==> config.mk <==
export PLATFORM = sky130hd
export DESIGN_NAME = mc_control_fsm_flat
export DESIGN_NICKNAME = d
export VERILOG_FILES = /design/src/rtl/mc_control_fsm_if.sv /design/src/rtl/mc_control_fsm.sv /design/src/flat_wrapper.sv
export SDC_FILE = /design/constraint.sdc
export NUM_CORES = 1
export LEC_CHECK = 0
export CORE_AREA = 2 2 68 70
export CTS_BUF_LIST = sky130_fd_sc_hd__clkbuf_8
export CTS_CLUSTER_DIAMETER = 200
export DETAILED_ROUTE_END_ITERATION = 10
export DIE_AREA = 0 0 70 72
export PLACE_DENSITY = 0.81
export RECOVER_POWER = 100
export SYNTH_ARGS = -nofsm -noshare
export SYNTH_HDL_FRONTEND = slang
export SYNTH_SLANG_ARGS = --single-unit
export TNS_END_PERCENT = 10
==> constraint.sdc <==
create_clock -name clk -period 3 [get_ports clk]
set_clock_uncertainty 0.2 [all_clocks]
set_input_delay 0.3 -clock clk [delete_from_list [all_inputs] [get_ports clk]]
set_output_delay 0.3 -clock clk [all_outputs]
set_load 0.01 [all_outputs]
==> src/rtl/mc_control_fsm_if.sv <==
// Control bundle between the multi-cycle main FSM and the datapath.
// The FSM side drives every enable; the datapath returns opcode and mem_ready.
interface mc_control_fsm_if #(
  parameter int CNT_W = 32
);
  logic [5:0]       opcode;
  logic             mem_ready;
  logic             pc_write;
  logic             pc_write_cond;
  logic [1:0]       pc_source;
  logic             iord;
  logic             mem_read;
  logic             mem_write;
  logic             ir_write;
  logic             reg_dst;
  logic             mem_to_reg;
  logic             reg_write;
  logic             alu_src_a;
  logic [1:0]       alu_src_b;
  logic [1:0]       alu_op;
  logic [3:0]       state;
  logic             illegal_op;
  logic [CNT_W-1:0] retired;

  modport master (
    input  opcode, mem_ready,
    output pc_write, pc_write_cond, pc_source,
    output iord, mem_read, mem_write, ir_write,
    output reg_dst, mem_to_reg, reg_write,
    output alu_src_a, alu_src_b, alu_op,
    output state, illegal_op, retired
  );

  modport slave (
    output opcode, mem_ready,
    input  pc_write, pc_write_cond, pc_source,
    input  iord, mem_read, mem_write, ir_write,
    input  reg_dst, mem_to_reg, reg_write,
    input  alu_src_a, alu_src_b, alu_op,
    input  state, illegal_op, retired
  );
endinterface

==> src/rtl/mc_control_fsm.sv <==
// Multi-cycle MIPS main control: fetch/decode/execute/mem/writeback
// sequencing over one shared memory port and one shared ALU.
module mc_control_fsm #(
  parameter int CNT_W = 32
) (
  input  logic                clk,
  input  logic                rst,
  mc_control_fsm_if.master    bus
);

  typedef enum logic [3:0] {
    FETCH     = 4'd0,
    DECODE    = 4'd1,
    MEM_ADDR  = 4'd2,
    MEM_READ  = 4'd3,
    MEM_WB    = 4'd4,
    MEM_WRITE = 4'd5,
    EXECUTE   = 4'd6,
    ALU_WB    = 4'd7,
    BRANCH    = 4'd8,
    JUMP      = 4'd9,
    ADDI_EXEC = 4'd10,
    ADDI_WB   = 4'd11
  } state_e;

  localparam logic [5:0] OP_RTYPE = 6'b000000;
  localparam logic [5:0] OP_J     = 6'b000010;
  localparam logic [5:0] OP_BEQ   = 6'b000100;
  localparam logic [5:0] OP_ADDI  = 6'b001000;
  localparam logic [5:0] OP_LW    = 6'b100011;
  localparam logic [5:0] OP_SW    = 6'b101011;

  state_e           state_q, state_d;
  logic [CNT_W-1:0] retired_q, retired_d;
  logic             retire;

  always_ff @(posedge clk or posedge rst) begin
    if (rst) begin
      state_q   <= FETCH;
      retired_q <= '0;
    end else begin
      state_q   <= state_d;
      retired_q <= retired_d;
    end
  end

  always_comb begin
    state_d            = state_q;
    retire             = 1'b0;
    bus.pc_write       = 1'b0;
    bus.pc_write_cond  = 1'b0;
    bus.pc_source      = 2'b00;
    bus.iord           = 1'b0;
    bus.mem_read       = 1'b0;
    bus.mem_write      = 1'b0;
    bus.ir_write       = 1'b0;
    bus.reg_dst        = 1'b0;
    bus.mem_to_reg     = 1'b0;
    bus.reg_write      = 1'b0;
    bus.alu_src_a      = 1'b0;
    bus.alu_src_b      = 2'b00;
    bus.alu_op         = 2'b00;
    bus.illegal_op     = 1'b0;
    unique case (state_q)
      FETCH: begin
        bus.mem_read  = 1'b1;
        bus.alu_src_b = 2'b01;
        // Reset must not let a stale mem_ready load IR or PC.
        bus.ir_write  = bus.mem_ready & ~rst;
        bus.pc_write  = bus.mem_ready & ~rst;
        if (bus.mem_ready) state_d = DECODE;
      end
      DECODE: begin
        bus.alu_src_b = 2'b11;
        unique case (bus.opcode)
          OP_LW, OP_SW: state_d = MEM_ADDR;
          OP_RTYPE:     state_d = EXECUTE;
          OP_ADDI:      state_d = ADDI_EXEC;
          OP_BEQ:       state_d = BRANCH;
          OP_J:         state_d = JUMP;
          default: begin
            state_d        = FETCH;
            bus.illegal_op = 1'b1;
          end
        endcase
      end
      MEM_ADDR: begin
        bus.alu_src_a = 1'b1;
        bus.alu_src_b = 2'b10;
        state_d = (bus.opcode == OP_LW) ? MEM_READ : MEM_WRITE;
      end
      MEM_READ: begin
        bus.mem_read = 1'b1;
        bus.iord     = 1'b1;
        if (bus.mem_ready) state_d = MEM_WB;
      end
      MEM_WB: begin
        bus.mem_to_reg = 1'b1;
        bus.reg_write  = 1'b1;
        retire         = 1'b1;
        state_d        = FETCH;
      end
      MEM_WRITE: begin
        bus.mem_write = 1'b1;
        bus.iord      = 1'b1;
        if (bus.mem_ready) begin
          retire  = 1'b1;
          state_d = FETCH;
        end
      end
      EXECUTE: begin
        bus.alu_src_a = 1'b1;
        bus.alu_op    = 2'b10;
        state_d       = ALU_WB;
      end
      ALU_WB: begin
        bus.reg_dst   = 1'b1;
        bus.reg_write = 1'b1;
        retire        = 1'b1;
        state_d       = FETCH;
      end
      ADDI_EXEC: begin
        bus.alu_src_a = 1'b1;
        bus.alu_src_b = 2'b10;
        state_d       = ADDI_WB;
      end
      ADDI_WB: begin
        bus.reg_write = 1'b1;
        retire        = 1'b1;
        state_d       = FETCH;
      end
      BRANCH: begin
        bus.alu_src_a     = 1'b1;
        bus.alu_op        = 2'b01;
        bus.pc_write_cond = 1'b1;
        bus.pc_source     = 2'b01;
        retire            = 1'b1;
        state_d           = FETCH;
      end
      JUMP: begin
        bus.pc_write  = 1'b1;
        bus.pc_source = 2'b10;
        retire        = 1'b1;
        state_d       = FETCH;
      end
      default: state_d = FETCH;
    endcase
  end

  assign retired_d   = retired_q + CNT_W'(retire);
  assign bus.state   = state_q;
  assign bus.retired = retired_q;

endmodule

==> src/flat_wrapper.sv <==
// flat-port wrapper written by rule: the top's interface ports become plain ports
module mc_control_fsm_flat 
#(
  parameter int CNT_W = 32
)
  (clk, rst, bus_opcode, bus_mem_ready, bus_pc_write, bus_pc_write_cond, bus_pc_source, bus_iord, bus_mem_read, bus_mem_write, bus_ir_write, bus_reg_dst, bus_mem_to_reg, bus_reg_write, bus_alu_src_a, bus_alu_src_b, bus_alu_op, bus_state, bus_illegal_op, bus_retired);
  mc_control_fsm_if #(.CNT_W(CNT_W)) bus_i ();
  input  logic clk;
  input  logic rst;
  input wire logic [$bits(bus_i.opcode)-1:0] bus_opcode;
  input wire logic [$bits(bus_i.mem_ready)-1:0] bus_mem_ready;
  output wire logic [$bits(bus_i.pc_write)-1:0] bus_pc_write;
  output wire logic [$bits(bus_i.pc_write_cond)-1:0] bus_pc_write_cond;
  output wire logic [$bits(bus_i.pc_source)-1:0] bus_pc_source;
  output wire logic [$bits(bus_i.iord)-1:0] bus_iord;
  output wire logic [$bits(bus_i.mem_read)-1:0] bus_mem_read;
  output wire logic [$bits(bus_i.mem_write)-1:0] bus_mem_write;
  output wire logic [$bits(bus_i.ir_write)-1:0] bus_ir_write;
  output wire logic [$bits(bus_i.reg_dst)-1:0] bus_reg_dst;
  output wire logic [$bits(bus_i.mem_to_reg)-1:0] bus_mem_to_reg;
  output wire logic [$bits(bus_i.reg_write)-1:0] bus_reg_write;
  output wire logic [$bits(bus_i.alu_src_a)-1:0] bus_alu_src_a;
  output wire logic [$bits(bus_i.alu_src_b)-1:0] bus_alu_src_b;
  output wire logic [$bits(bus_i.alu_op)-1:0] bus_alu_op;
  output wire logic [$bits(bus_i.state)-1:0] bus_state;
  output wire logic [$bits(bus_i.illegal_op)-1:0] bus_illegal_op;
  output wire logic [$bits(bus_i.retired)-1:0] bus_retired;
  assign bus_i.opcode = bus_opcode;
  assign bus_i.mem_ready = bus_mem_ready;
  assign bus_pc_write = bus_i.pc_write;
  assign bus_pc_write_cond = bus_i.pc_write_cond;
  assign bus_pc_source = bus_i.pc_source;
  assign bus_iord = bus_i.iord;
  assign bus_mem_read = bus_i.mem_read;
  assign bus_mem_write = bus_i.mem_write;
  assign bus_ir_write = bus_i.ir_write;
  assign bus_reg_dst = bus_i.reg_dst;
  assign bus_mem_to_reg = bus_i.mem_to_reg;
  assign bus_reg_write = bus_i.reg_write;
  assign bus_alu_src_a = bus_i.alu_src_a;
  assign bus_alu_src_b = bus_i.alu_src_b;
  assign bus_alu_op = bus_i.alu_op;
  assign bus_state = bus_i.state;
  assign bus_illegal_op = bus_i.illegal_op;
  assign bus_retired = bus_i.retired;
  mc_control_fsm #(.CNT_W(CNT_W)) u_core (.clk(clk), .rst(rst), .bus(bus_i));
endmodule
==> metrics.log <==
[metrics] Total Neg Setup Slack: 0 ns
[metrics] worst hold path type: flop to flop
[metrics] number of search-and-repair iterations in the first detailed-routing pass: 6
[metrics] proportion of total power due to net switching: 0.258
[metrics] post-synthesis sequential area ratio: 0.452
[metrics] clock buffer depth: 2
[metrics] final max-slew violation count: 37
[metrics] end point of the critical path: bus_reg_write
[metrics] startpoint of the tightest hold check path: u_core.bus.retired[31]
[metrics] flip-flop and latch count after synthesis: 36
[metrics] port bufs: 61
[metrics] register-to-register path setup slack: 0.39 ns
[metrics] DIE WIDTH: 70 um
[metrics] placed wire-length estimate: 3210 um
[metrics] worst setup path class: flop to output pin
[metrics] number of global-route vias before repair: 1623
[metrics] GRT Total Usage: 0.183
[metrics] number of DRC markers in iteration 0: 106
[metrics] clock slew at the register clock pins of the worst setup and hold paths: 0.06 ns
[metrics] CTS Sinks: 36
[metrics] Setup violations, final: 0
[metrics] end-of-flow core utilization: 0.633
[metrics] total power per unit cell area: 377 mW/mm2
[metrics] average wire per cell in the routed design: 13.8 um
[metrics] Floorplan Core Area: 0.00426 mm2
[metrics] timing startpoint of the critical path: u_core.bus.state[2]
[metrics] summed instance area of the synthesized netlist: 0.00199 mm2
[metrics] setup fix buffers added after clock tree synthesis: 0
[metrics] clock tree from TritonCTS: yes
[metrics] combinational share of power: 0.186
[metrics] Root Buffer Master: sky130_fd_sc_hd__clkbuf_8
[metrics] ys async rst share: 1.00
[metrics] Synthesized Nets: 221
[metrics] top-level port count: 62
[metrics] remaining global-route overflow: 0
[metrics] row count: 24
[metrics] post-synthesis cell type with the largest combined area: sky130_fd_sc_hd__dfrtp_1
[metrics] critical path startpoint category: flop
[metrics] Initial Util: 0.468
[metrics] destination of the worst register-to-register timing path: u_core.bus.retired[19]
[metrics] final RePlAce weighted congestion: 0.895
[metrics] Pint: 754 uW
[metrics] status: finished with violations
[metrics] Tcrit/Tclk final: 0.922
[metrics] min Tclk post-route: 2.77 ns
[metrics] die area: 0.00504 mm2
[metrics] cell with the most instances after synthesis: sky130_fd_sc_hd__dfrtp_1
[metrics] part of the power in the clock network: 0.286
[metrics] die outline height: 72 um
[metrics] unrepaired setup endpoints after global routing: false
[metrics] ranking of synthesized cells by instance count: sky130_fd_sc_hd__dfrtp_1 (36), sky130_fd_sc_hd__xnor2_1 (29), sky130_fd_sc_hd__nor2_1 (21), sky130_fd_sc_hd__nand2_1 (18), sky130_fd_sc_hd__nand4_1 (13)
[metrics] arrival time reported for the critical path endpoint: 2.27 ns
[metrics] endpoint type of the worst setup path: output pin
[metrics] upper clock frequency limit: 361 MHz
[metrics] number of cells upsized or downsized after cts: 0
[metrics] fraction of layout cells with a size suffix above 1: 0.0487
[metrics] first-pass GRT wire length: 7490 um
[metrics] actual slew at the worst max-slew pin: 1.88 ns
[metrics] final wirelength: 4410 um
[metrics] antenna cell count: 0
[metrics] mean post-synth cell area: 9.54 um2
[metrics] insertion delay of the later-clocked pin in the worst-skew pair: 0.28 ns
[metrics] nets@finish: 281
[metrics] Worst EP required: 2.50 ns
[metrics] most used flip-flop cell after synthesis: sky130_fd_sc_hd__dfrtp_1
[metrics] area delta synth->final: 35.4%
[metrics] via total after detailed routing: 1749
[metrics] count of hold-fix buffers inserted at cts: 0
[metrics] Syn Inst Count: 209
[metrics] number of maximum-capacitance violations: 1
[metrics] depth of the worst register-to-register path: 7
[metrics] antenna violations before repair: 0
[metrics] Yosys top cell area share: 0.452
[metrics] count of cell types in the netlist: 38
[metrics] Flop pwr share: 0.528
[metrics] leading post-synthesis cells by cell area: sky130_fd_sc_hd__dfrtp_1 (45%), sky130_fd_sc_hd__xnor2_1 (13%), sky130_fd_sc_hd__nand4_1 (4.1%)
[metrics] pin count of the biggest net entering global routing: 37
[metrics] maximum level of the CTS H-tree: 2
[metrics] switching power: 263 uW
[metrics] leakage: 1.26 nW
[metrics] Crit Reg-Reg Startpoint: u_core.bus.state[2]
[metrics] DR DRC count: 0
[metrics] relative slew slack: -0.254
[metrics] Syn. warnings: 0
[metrics] Worst Path Max Fanout: 15
[metrics] count of flip-flops with a built-in enable after synthesis: 0
[metrics] violations in the final reports: capacitance limit, slew limit
[metrics] CTS buffer count: 5
[metrics] post-detailed-route via-to-cell ratio: 5.48
[metrics] hold violation total from the final report: 0
[metrics] post-route ant nets: 0
[metrics] IR drop worst, VDD: 0.202 mV
## power by group through the flow
stage	Sequential, mW	Combinational [mW]	Clock (mW)
after floorplan	0.549	0.0892	0
after global placement	0.547	0.203	0
after detailed placement	0.548	0.205	0
after CTS	0.539	0.207	0.300
after global routing	0.541	0.208	0.321
final	0.538	0.189	0.291
## critical path: stages, from the launching register on
cell	delay, ns
sky130_fd_sc_hd__dfrtp_1	0.63
sky130_fd_sc_hd__buf_4	0.23
sky130_fd_sc_hd__nand2b_1	0.18
sky130_fd_sc_hd__a21oi_1	0.09
sky130_fd_sc_hd__or2_2	0.26
sky130_fd_sc_hd__dlygate4sd3_1	0.61
## per-stage QoR
stage	cell area [um2]	hold slack [ns]	setup slack [ns]	total power, mW	instances
after floorplan	1990	0.267	0.246	0.638	209
after global placement	2640	0.282	0.275	0.750	314
after detailed placement	2640	0.284	0.182	0.753	314
after CTS	2710	0.282	0.347	1.05	319
after global routing	2700	0.328	0.0806	1.07	319
final	2700	0.277	0.233	1.02	319
## worst min-delay path by stage
| stage | end | slack (ns) | depth (start not counted) |
|---|---|---|---|
| after detailed placement | u_core.bus.retired[31] | 0.28 | 1 |
| final | u_core.bus.retired[31] | 0.28 | 1 |
| after global routing | u_core.bus.retired[23] | 0.33 | 1 |
| after floorplan | u_core.bus.retired[0] | 0.27 | 1 |
| after CTS | u_core.bus.state[3] | 0.28 | 3 |
| after global placement | u_core.bus.retired[31] | 0.28 | 1 |
## sequential cells by signal (all words and copies together), names as in the netlist
signal	cells
u_core.bus.retired	32
u_core.bus.state	4
## layout make-up
cell class	instances	area [um2]
Fill cell	377	1560
Multi-Input combinational cell	157	1020
Sequential cell	36	901
Timing Repair Buffer	66	637
Clock buffer	5	68.8
Tap cell	52	65.1
Inverter	3	11.3
## placed cells by master, fill, tap and decap left out, drive strengths merged, types with 2 or more instances in the layout
| cell | Yosys | layout |
|---|---|---|
| dlygate4sd3 | 0 | 52 |
| dfrtp | 36 | 36 |
| xnor2 | 29 | 29 |
| nor2 | 21 | 21 |
| nand2 | 18 | 18 |
| nand4 | 15 | 15 |
| nand3 | 12 | 12 |
| nor3 | 9 | 9 |
| clkdlybuf4s50 | 0 | 9 |
| clkbuf | 9 | 8 |
| nand2b | 6 | 6 |
| a21oi | 6 | 6 |
| and3 | 5 | 5 |
| xor2 | 4 | 4 |
| inv | 3 | 3 |
| and4 | 3 | 3 |
| o21ai | 3 | 3 |
| ha | 3 | 3 |
| and2 | 2 | 2 |
| nor4b | 2 | 2 |
| a211oi | 2 | 2 |
| or2 | 2 | 2 |
| nor3b | 2 | 2 |
| buf | 4 | 2 |
| nor4 | 2 | 2 |
## metal layers
layer,part of all wire,vias to the layer above,track usage
met1,0.43,842,0.223
met3,0.060,7,0.0417
met2,0.50,54,0.319
met5,0,-,0
met4,0.016,0,0.0662
li1,-,846,-
## logic make-up (layout without fill, tap and decap cells)
logic type	after synthesis	in the layout	share of synthesized area
compound gates	20	20	0.0690
xor+xnor	33	33	0.145
fa+ha+maj	3	3	0.0188
buf+inv	16	74	0.0383
flops	36	36	0.452
simple gates	101	101	0.277
Power figures use the tool's default switching activity.
